### config.mk
export PLATFORM = sky130hd
export DESIGN_NAME = i2s_src_fifo
export DESIGN_NICKNAME = d
export VERILOG_FILES = /design/src/rtl/i2s_src_fifo.sv
export SDC_FILE = /design/constraint.sdc
export NUM_CORES = 1
export LEC_CHECK = 0
export ABC_AREA = 0
export CAP_MARGIN = 0
export CORE_ASPECT_RATIO = 1.4
export CORE_UTILIZATION = 64
export DETAILED_ROUTE_END_ITERATION = 8
export GPL_ROUTABILITY_DRIVEN = 0
export PLACE_DENSITY = 0.93
export SETUP_SLACK_MARGIN = 0.2
export SYNTH_ARGS = -nofsm -noshare
export SYNTH_HDL_FRONTEND = slang
export SYNTH_SLANG_ARGS = --single-unit
export TNS_END_PERCENT = 5
### constraint.sdc
create_clock -name HCLK -period 5.7 [get_ports HCLK]
set_input_delay 0.855 -clock HCLK [delete_from_list [all_inputs] [get_ports HCLK]]
set_output_delay 0.855 -clock HCLK [all_outputs]
set_load 0.1 [all_outputs]
### src/rtl/i2s_src_fifo.sv
// I2S slave transmitter: buffers samples in a FIFO and shifts them out on DIN, all in HCLK.
// Optional macro I2S_SRC_FIFO_RAMP_EN sends per-channel ramp words instead of zeros on underrun.
module i2s_src_fifo #(
    parameter int unsigned SAMPLE_W   = 16,
    parameter int unsigned SLOT_W     = 32,
    parameter int unsigned FIFO_DEPTH = 8,
    parameter int unsigned MONO       = 0
) (
    input  logic                        HCLK,
    input  logic                        HRESETn,
    input  logic                        en,
    input  logic                        BCLK,
    input  logic                        WS,
    output logic                        DIN,
    input  logic [SAMPLE_W-1:0]         s_data,
    input  logic                        s_valid,
    output logic                        s_ready,
    output logic [$clog2(FIFO_DEPTH):0] fifo_level,
    output logic                        underrun,
    input  logic                        clr_underrun
);
    localparam int unsigned AW = $clog2(FIFO_DEPTH);
    localparam int unsigned CW = $clog2(SLOT_W + 1);
    localparam logic [AW:0]   LevelFull = (AW + 1)'(FIFO_DEPTH);
    localparam logic [CW-1:0] CntMax    = CW'(SLOT_W);

    logic [2:0]          bclk_sync_q;
    logic [1:0]          ws_sync_q;
    logic                ws_r_q, ws_p_q;
    logic                armed_q;
    logic                din_q;
    logic [SAMPLE_W-1:0] shift_q;
    logic [CW-1:0]       cnt_q;
    logic [SAMPLE_W-1:0] held_q;
    logic [AW:0]         wptr_q, rptr_q;
    logic [SAMPLE_W-1:0] mem [FIFO_DEPTH];
    logic                underrun_q;

    logic                bclk_rise, bclk_fall, slot_start, slot_left, slot_tx;
    logic                need_pop, fifo_empty, pop, und_set, push;
    logic [SAMPLE_W-1:0] slot_word, fill_word;

`ifdef I2S_SRC_FIFO_RAMP_EN
    logic [SAMPLE_W-1:0] ramp_l_q, ramp_r_q;
    assign fill_word = slot_left ? ramp_l_q : ramp_r_q;
`else
    assign fill_word = '0;
`endif

    assign fifo_level = wptr_q - rptr_q;
    assign s_ready    = (fifo_level != LevelFull);
    assign DIN        = din_q;
    assign underrun   = underrun_q;

    always_comb begin
        bclk_rise  = bclk_sync_q[1] & ~bclk_sync_q[2];
        bclk_fall  = ~bclk_sync_q[1] & bclk_sync_q[2];
        slot_start = bclk_fall && (ws_r_q != ws_p_q);
        slot_left  = ~ws_r_q;
        // Right slots before the first left slot after enable are sent as silence.
        slot_tx    = en && (armed_q || slot_left);
        need_pop   = slot_start && slot_tx && (slot_left || (MONO == 0));
        fifo_empty = (wptr_q == rptr_q);
        pop        = need_pop && !fifo_empty;
        und_set    = need_pop && fifo_empty;
        push       = s_valid && s_ready;
        slot_word  = '0;
        if (slot_tx) begin
            if ((MONO != 0) && !slot_left) begin
                slot_word = held_q;
            end else if (!fifo_empty) begin
                slot_word = mem[rptr_q[AW-1:0]];
            end else begin
                slot_word = fill_word;
            end
        end
    end

    always_ff @(posedge HCLK or negedge HRESETn) begin
        if (!HRESETn) begin
            bclk_sync_q <= '0;
            ws_sync_q   <= '0;
            ws_r_q      <= 1'b0;
            ws_p_q      <= 1'b0;
            armed_q     <= 1'b0;
            din_q       <= 1'b0;
            shift_q     <= '0;
            cnt_q       <= '0;
            held_q      <= '0;
        end else begin
            bclk_sync_q <= {bclk_sync_q[1:0], BCLK};
            ws_sync_q   <= {ws_sync_q[0], WS};
            if (bclk_rise) begin
                ws_r_q <= ws_sync_q[1];
            end
            if (slot_start) begin
                ws_p_q <= ws_r_q;
            end
            if (!en) begin
                armed_q <= 1'b0;
                din_q   <= 1'b0;
                shift_q <= '0;
                cnt_q   <= '0;
            end else if (slot_start) begin
                din_q   <= slot_word[SAMPLE_W-1];
                shift_q <= slot_word << 1;
                cnt_q   <= CW'(1);
                if (slot_left) begin
                    armed_q <= 1'b1;
                    held_q  <= slot_word;
                end
            end else if (bclk_fall) begin
                din_q   <= (cnt_q < CntMax) & shift_q[SAMPLE_W-1];
                shift_q <= shift_q << 1;
                if (cnt_q < CntMax) begin
                    cnt_q <= cnt_q + CW'(1);
                end
            end
        end
    end

    always_ff @(posedge HCLK or negedge HRESETn) begin
        if (!HRESETn) begin
            wptr_q     <= '0;
            rptr_q     <= '0;
            underrun_q <= 1'b0;
`ifdef I2S_SRC_FIFO_RAMP_EN
            ramp_l_q   <= '0;
            ramp_r_q   <= '0;
`endif
        end else begin
            if (push) begin
                wptr_q <= wptr_q + 1'b1;
            end
            if (pop) begin
                rptr_q <= rptr_q + 1'b1;
            end
            if (clr_underrun) begin
                underrun_q <= 1'b0;
            end else if (und_set) begin
                underrun_q <= 1'b1;
            end
`ifdef I2S_SRC_FIFO_RAMP_EN
            if (und_set && slot_left) begin
                ramp_l_q <= ramp_l_q + 1'b1;
            end
            if (und_set && !slot_left) begin
                ramp_r_q <= ramp_r_q - 1'b1;
            end
`endif
        end
    end

    // Storage needs no reset; the pointers define what is valid.
    always_ff @(posedge HCLK) begin
        if (push) begin
            mem[wptr_q[AW-1:0]] <= s_data;
        end
    end

endmodule

==> flow_results.xml <==
<?xml version="1.0" encoding="UTF-8"?>
<metrics>
  <group name="synthesis">
    <metric name="synth_fa_ha_area_share" unit="%">1.43</metric>
    <metric name="synth.top_cells.by_count" unit="">128 x sky130_fd_sc_hd__edfxtp_1, 39 x sky130_fd_sc_hd__dfrtp_1, 32 x sky130_fd_sc_hd__mux4_2, 18 x sky130_fd_sc_hd__o21ai_1, 16 x sky130_fd_sc_hd__mux2i_1</metric>
    <metric name="synth_top_area_share" unit="%">57.7</metric>
    <metric name="synth_edf_count" unit="">128</metric>
    <metric name="yosysTopAreaCell" unit="">sky130_fd_sc_hd__edfxtp_1</metric>
    <metric name="yosys.cell_count.top_type" unit="">sky130_fd_sc_hd__edfxtp_1</metric>
    <metric name="netlist_top_cells_area" unit="">sky130_fd_sc_hd__edfxtp_1 58%, sky130_fd_sc_hd__dfrtp_1 15%, sky130_fd_sc_hd__mux4_2 11%</metric>
    <metric name="synth-simple-area-share" unit="%">3.95</metric>
    <metric name="syn_avg_cell_area" unit="um2">18.3</metric>
    <metric name="synth.mux.area_fraction" unit="%">13.7</metric>
    <metric name="share_of_the_synthesized_area_in_compound_gates_ao_oa_aoi_oai" unit="%">5.24</metric>
    <metric name="async_reset_ff_share" unit="%">23.4</metric>
    <metric name="ys_seq_area_share" unit="%">72.4</metric>
    <metric name="top_flip_flop_cell_by_instance_count_after_synthesis" unit="">sky130_fd_sc_hd__edfxtp_1</metric>
    <metric name="netlist_instances" unit="">363</metric>
    <metric name="post_synthesis_net_count" unit="">393</metric>
    <metric name="synth.ff_latch_count" unit="">167</metric>
    <metric name="ys_warn_count" unit="">0</metric>
    <metric name="syn-cell-area" unit="um2">6660</metric>
    <metric name="synth.lib_cells_used.distinct" unit="">47</metric>
    <metric name="synth_xor_xnor_area_share" unit="%">1.58</metric>
    <metric name="synth_top_family_by_area" unit="">multiplexers</metric>
  </group>
  <group name="die">
    <metric name="floorplan.die_area" unit="um2">10800</metric>
    <metric name="die_height" unit="um">123</metric>
    <metric name="floorplan.initialDensity" unit="%">66.5</metric>
    <metric name="num_io_pins" unit="">30</metric>
    <metric name="dieWidth" unit="um">88.2</metric>
    <metric name="floorplan.core_area" unit="um2">10000</metric>
    <metric name="rows" unit="">43</metric>
  </group>
  <group name="detailed_routing">
    <metric name="drc_errors" unit="">0</metric>
    <metric name="via_per_inst" unit="">6.31</metric>
    <metric name="drt.antenna.violating_nets" unit="">0</metric>
    <metric name="dr.first_iter.drc_count" unit="">328</metric>
    <metric name="drt_wl_total" unit="um">12300</metric>
    <metric name="via_count" unit="">3473</metric>
    <metric name="detailedRoute.firstPassIterationCount" unit="">5</metric>
    <metric name="wl_per_cell" unit="um">22.4</metric>
  </group>
  <group name="clock_network">
    <metric name="cts_buffers" unit="">17</metric>
    <metric name="cts_num_sinks" unit="">167</metric>
    <metric name="post_cts_hold_buffer_count" unit="">0</metric>
    <metric name="clock_latency" unit="ns">0.42</metric>
    <metric name="ctsResizeCount" unit="">0</metric>
    <metric name="clkSlewWorstSetupHoldPaths" unit="ns">0.06</metric>
    <metric name="cts.htree.levels" unit="">4</metric>
    <metric name="cts_tree" unit="">done</metric>
    <metric name="cts_setup_buffers" unit="">0</metric>
    <metric name="clock_tree.root_cell" unit="">sky130_fd_sc_hd__clkbuf_16</metric>
    <metric name="cts-root-to-sink-buffers" unit="">2</metric>
  </group>
  <group name="run">
    <metric name="maxCapViolations" unit="">0</metric>
  </group>
  <group name="critical_path">
    <metric name="critical_path_arrival" unit="ns">3.88</metric>
    <metric name="required_time_at_the_worst_slack_endpoint" unit="ns">4.85</metric>
    <metric name="worst-r2r-cell-count" unit="">6</metric>
    <metric name="setup.worst_path.end_class" unit="">output pin</metric>
    <metric name="worstPathMaxFanout" unit="">8</metric>
    <metric name="r2r_slack" unit="ns">2.39</metric>
    <metric name="critical_path.reg2reg.startpoint" unit="">rptr_q[2]</metric>
    <metric name="worst_r2r_endpoint" unit="">mem[1][12]</metric>
    <metric name="start_kind" unit="">register</metric>
    <metric name="timing.critical_path.to" unit="">s_ready</metric>
    <metric name="timing_worst_setup_path_type" unit="">register to output pin</metric>
    <metric name="worst_setup_path_startpoint" unit="">wptr_q[0]</metric>
  </group>
  <group name="grt">
    <metric name="groute.usage.overall" unit="%">25.8</metric>
    <metric name="first_global_vias" unit="">3578</metric>
    <metric name="pin_count_of_the_biggest_net_entering_global_routing" unit="">40</metric>
    <metric name="first_pass_grt_wire_length" unit="um">19400</metric>
    <metric name="grt_overflow" unit="">0</metric>
    <metric name="antenna_found_initial" unit="">0</metric>
  </group>
  <group name="sta">
    <metric name="layout_worst_path_cycle_share" unit="%">83.1</metric>
    <metric name="final.setup_skew" unit="ns">0.0130</metric>
    <metric name="final-setup-viol-count" unit="">0</metric>
    <metric name="fin_hold_ws" unit="ns">0.361</metric>
    <metric name="hold_viol_final" unit="">0</metric>
    <metric name="rsz_0062_raised_after_global_routing" unit="">false</metric>
    <metric name="max_freq" unit="MHz">211</metric>
    <metric name="timing.final.max_slew_violations" unit="">0</metric>
    <metric name="setup_tns" unit="ns">0</metric>
    <metric name="layout_setup_ws" unit="ns">0.964</metric>
    <metric name="tightest_slew" unit="ns">1.18</metric>
    <metric name="final_period_minus_worst_setup_slack" unit="ns">4.74</metric>
    <metric name="relSlewSlack" unit="%">21.2</metric>
  </group>
  <group name="cells_and_area">
    <metric name="post_route_cells_drive_above_1_share" unit="%">19.5</metric>
    <metric name="layoutNonFillerInstCount" unit="">550</metric>
    <metric name="area_growth_syn_to_layout" unit="%">15.3</metric>
    <metric name="multiInputGateArea" unit="um2">1780</metric>
    <metric name="finalNetCount" unit="">432</metric>
    <metric name="final_cell_area" unit="um2">7670</metric>
    <metric name="fillers" unit="">524</metric>
    <metric name="antenna_cells" unit="">0</metric>
    <metric name="seqCellArea" unit="um2">4820</metric>
  </group>
  <group name="min_path">
    <metric name="hp_class" unit="">register to register</metric>
  </group>
  <group name="pwr">
    <metric name="p_leak" unit="nW">2.71</metric>
    <metric name="cellPowerDensity" unit="nW/um2">500</metric>
    <metric name="irDropWorstVdd" unit="mV">0.306</metric>
  </group>
  <group name="placed_design">
    <metric name="numPortBuffers" unit="">29</metric>
    <metric name="placedCellCount" unit="">518</metric>
    <metric name="post-place-ws" unit="ns">1.41</metric>
    <metric name="dp.final_hpwl" unit="um">7260</metric>
    <metric name="detailed_place.area" unit="um2">7130</metric>
  </group>
  <group name="status">
    <metric name="result_of_the_run" unit="">finished clean</metric>
  </group>
</metrics>
[sequential cells by signal (all words and copies together) (netlist names)]
signal / flops
bclk_sync_q: 3
ws_sync_q: 2
wptr_q: 4
rptr_q: 4
underrun: 1
shift_q: 15
DIN: 1
cnt_q: 6
armed_q: 1
ws_r_q: 1
mem: 128
ws_p_q: 1
[metal layers]
layer / GRT usage (%) / routed length (um)
met5: 0 / 0
met4: 12.3 / 321
met3: 5.31 / 654
met2: 42.6 / 6570
met1: 33.0 / 4790
[cell usage in the layout (no fill, tap or decap), types with 2 or more instances in the layout]
cell type	instances
sky130_fd_sc_hd__a21oi_1	3
sky130_fd_sc_hd__a22oi_1	15
sky130_fd_sc_hd__and3_1	4
sky130_fd_sc_hd__buf_4	5
sky130_fd_sc_hd__clkbuf_1	4
sky130_fd_sc_hd__clkbuf_16	17
sky130_fd_sc_hd__clkdlybuf4s50_1	28
sky130_fd_sc_hd__clkinv_2	2
sky130_fd_sc_hd__clkinv_4	2
sky130_fd_sc_hd__clkinvlp_4	4
sky130_fd_sc_hd__dfrtp_1	38
sky130_fd_sc_hd__edfxtp_1	128
sky130_fd_sc_hd__ha_1	6
sky130_fd_sc_hd__inv_1	8
sky130_fd_sc_hd__inv_2	2
sky130_fd_sc_hd__mux2_1	3
sky130_fd_sc_hd__mux2i_1	16
sky130_fd_sc_hd__mux4_2	32
sky130_fd_sc_hd__nand2_1	13
sky130_fd_sc_hd__nand2b_1	3
sky130_fd_sc_hd__nand3_1	3
sky130_fd_sc_hd__nand3b_1	2
sky130_fd_sc_hd__nor2_1	12
sky130_fd_sc_hd__nor2b_1	2
sky130_fd_sc_hd__nor3_4	4
sky130_fd_sc_hd__o21ai_0	3
sky130_fd_sc_hd__o21ai_1	18
sky130_fd_sc_hd__xnor2_1	9
sky130_fd_sc_hd__xor2_1	3
[how the worst min path moves through the flow]
stage | from | to | slack [ns] | cells past startpoint
global route | ws_sync_q[0] | ws_sync_q[1] | 0.37 | 0
finish | ws_sync_q[0] | ws_sync_q[1] | 0.36 | 0
detailed placement | bclk_sync_q[0] | bclk_sync_q[1] | 0.35 | 0
CTS | ws_sync_q[0] | ws_sync_q[1] | 0.37 | 0
global placement | ws_sync_q[0] | ws_sync_q[1] | 0.34 | 0
floorplan | bclk_sync_q[0] | bclk_sync_q[1] | 0.33 | 0
[stage by stage]
| step | power [W] | util [%] |
|---|---|---|
| 5_1_grt | 0.00398 | 76.7 |
| 2_1_floorplan | 0.00249 | - |
| 3_3_place_gp | 0.00275 | 71.3 |
| 3_5_place_dp | 0.00281 | 71.3 |
| 6_report | 0.00384 | 76.7 |
| 4_1_cts | 0.00385 | 76.7 |
[power breakdown]
| group | internal (W) | switching, W | total [W] |
|---|---|---|---|
| logic | 0.000423 | 0.000776 | 0.00120 |
| registers | 0.00151 | 0.0000802 | 0.00159 |
| clock network | 0.000600 | 0.000450 | 0.00105 |
| total | 0.00253 | 0.00131 | 0.00384 |
[cell type report]
| cell class | count | area share [%] |
|---|---|---|
| Timing Repair Buffer | 34 | 4.21 |
| Inverter | 11 | 0.538 |
| Clock inverter | 11 | 1.32 |
| Clock buffer | 21 | 5.74 |
| Multi-Input combinational cell | 171 | 23.2 |
| Tap cell | 135 | 2.20 |
| Sequential cell | 167 | 62.8 |
[logic make-up (layout without fill, tap and decap cells)]
family,Yosys count,count (layout)
AO/OA/AOI/OAI,50,50
XOR/XNOR,12,12
adder cells (fa/ha/maj),7,7
buffers and inverters,25,77
flip-flops,167,167
multiplexers,51,51
AND/OR/NAND/NOR,51,51
[critical path: stages (launching register included)]
cell and delay (ns):
sky130_fd_sc_hd__dfrtp_1 0.56, sky130_fd_sc_hd__inv_1 0.12, sky130_fd_sc_hd__ha_1 0.22, sky130_fd_sc_hd__inv_1 0.08
sky130_fd_sc_hd__fa_1 0.44, sky130_fd_sc_hd__or3_4 0.45, sky130_fd_sc_hd__nor3_2 0.51, sky130_fd_sc_hd__inv_1 0.10
sky130_fd_sc_hd__clkdlybuf4s50_1 0.99
(Power assumes the default switching activity.)
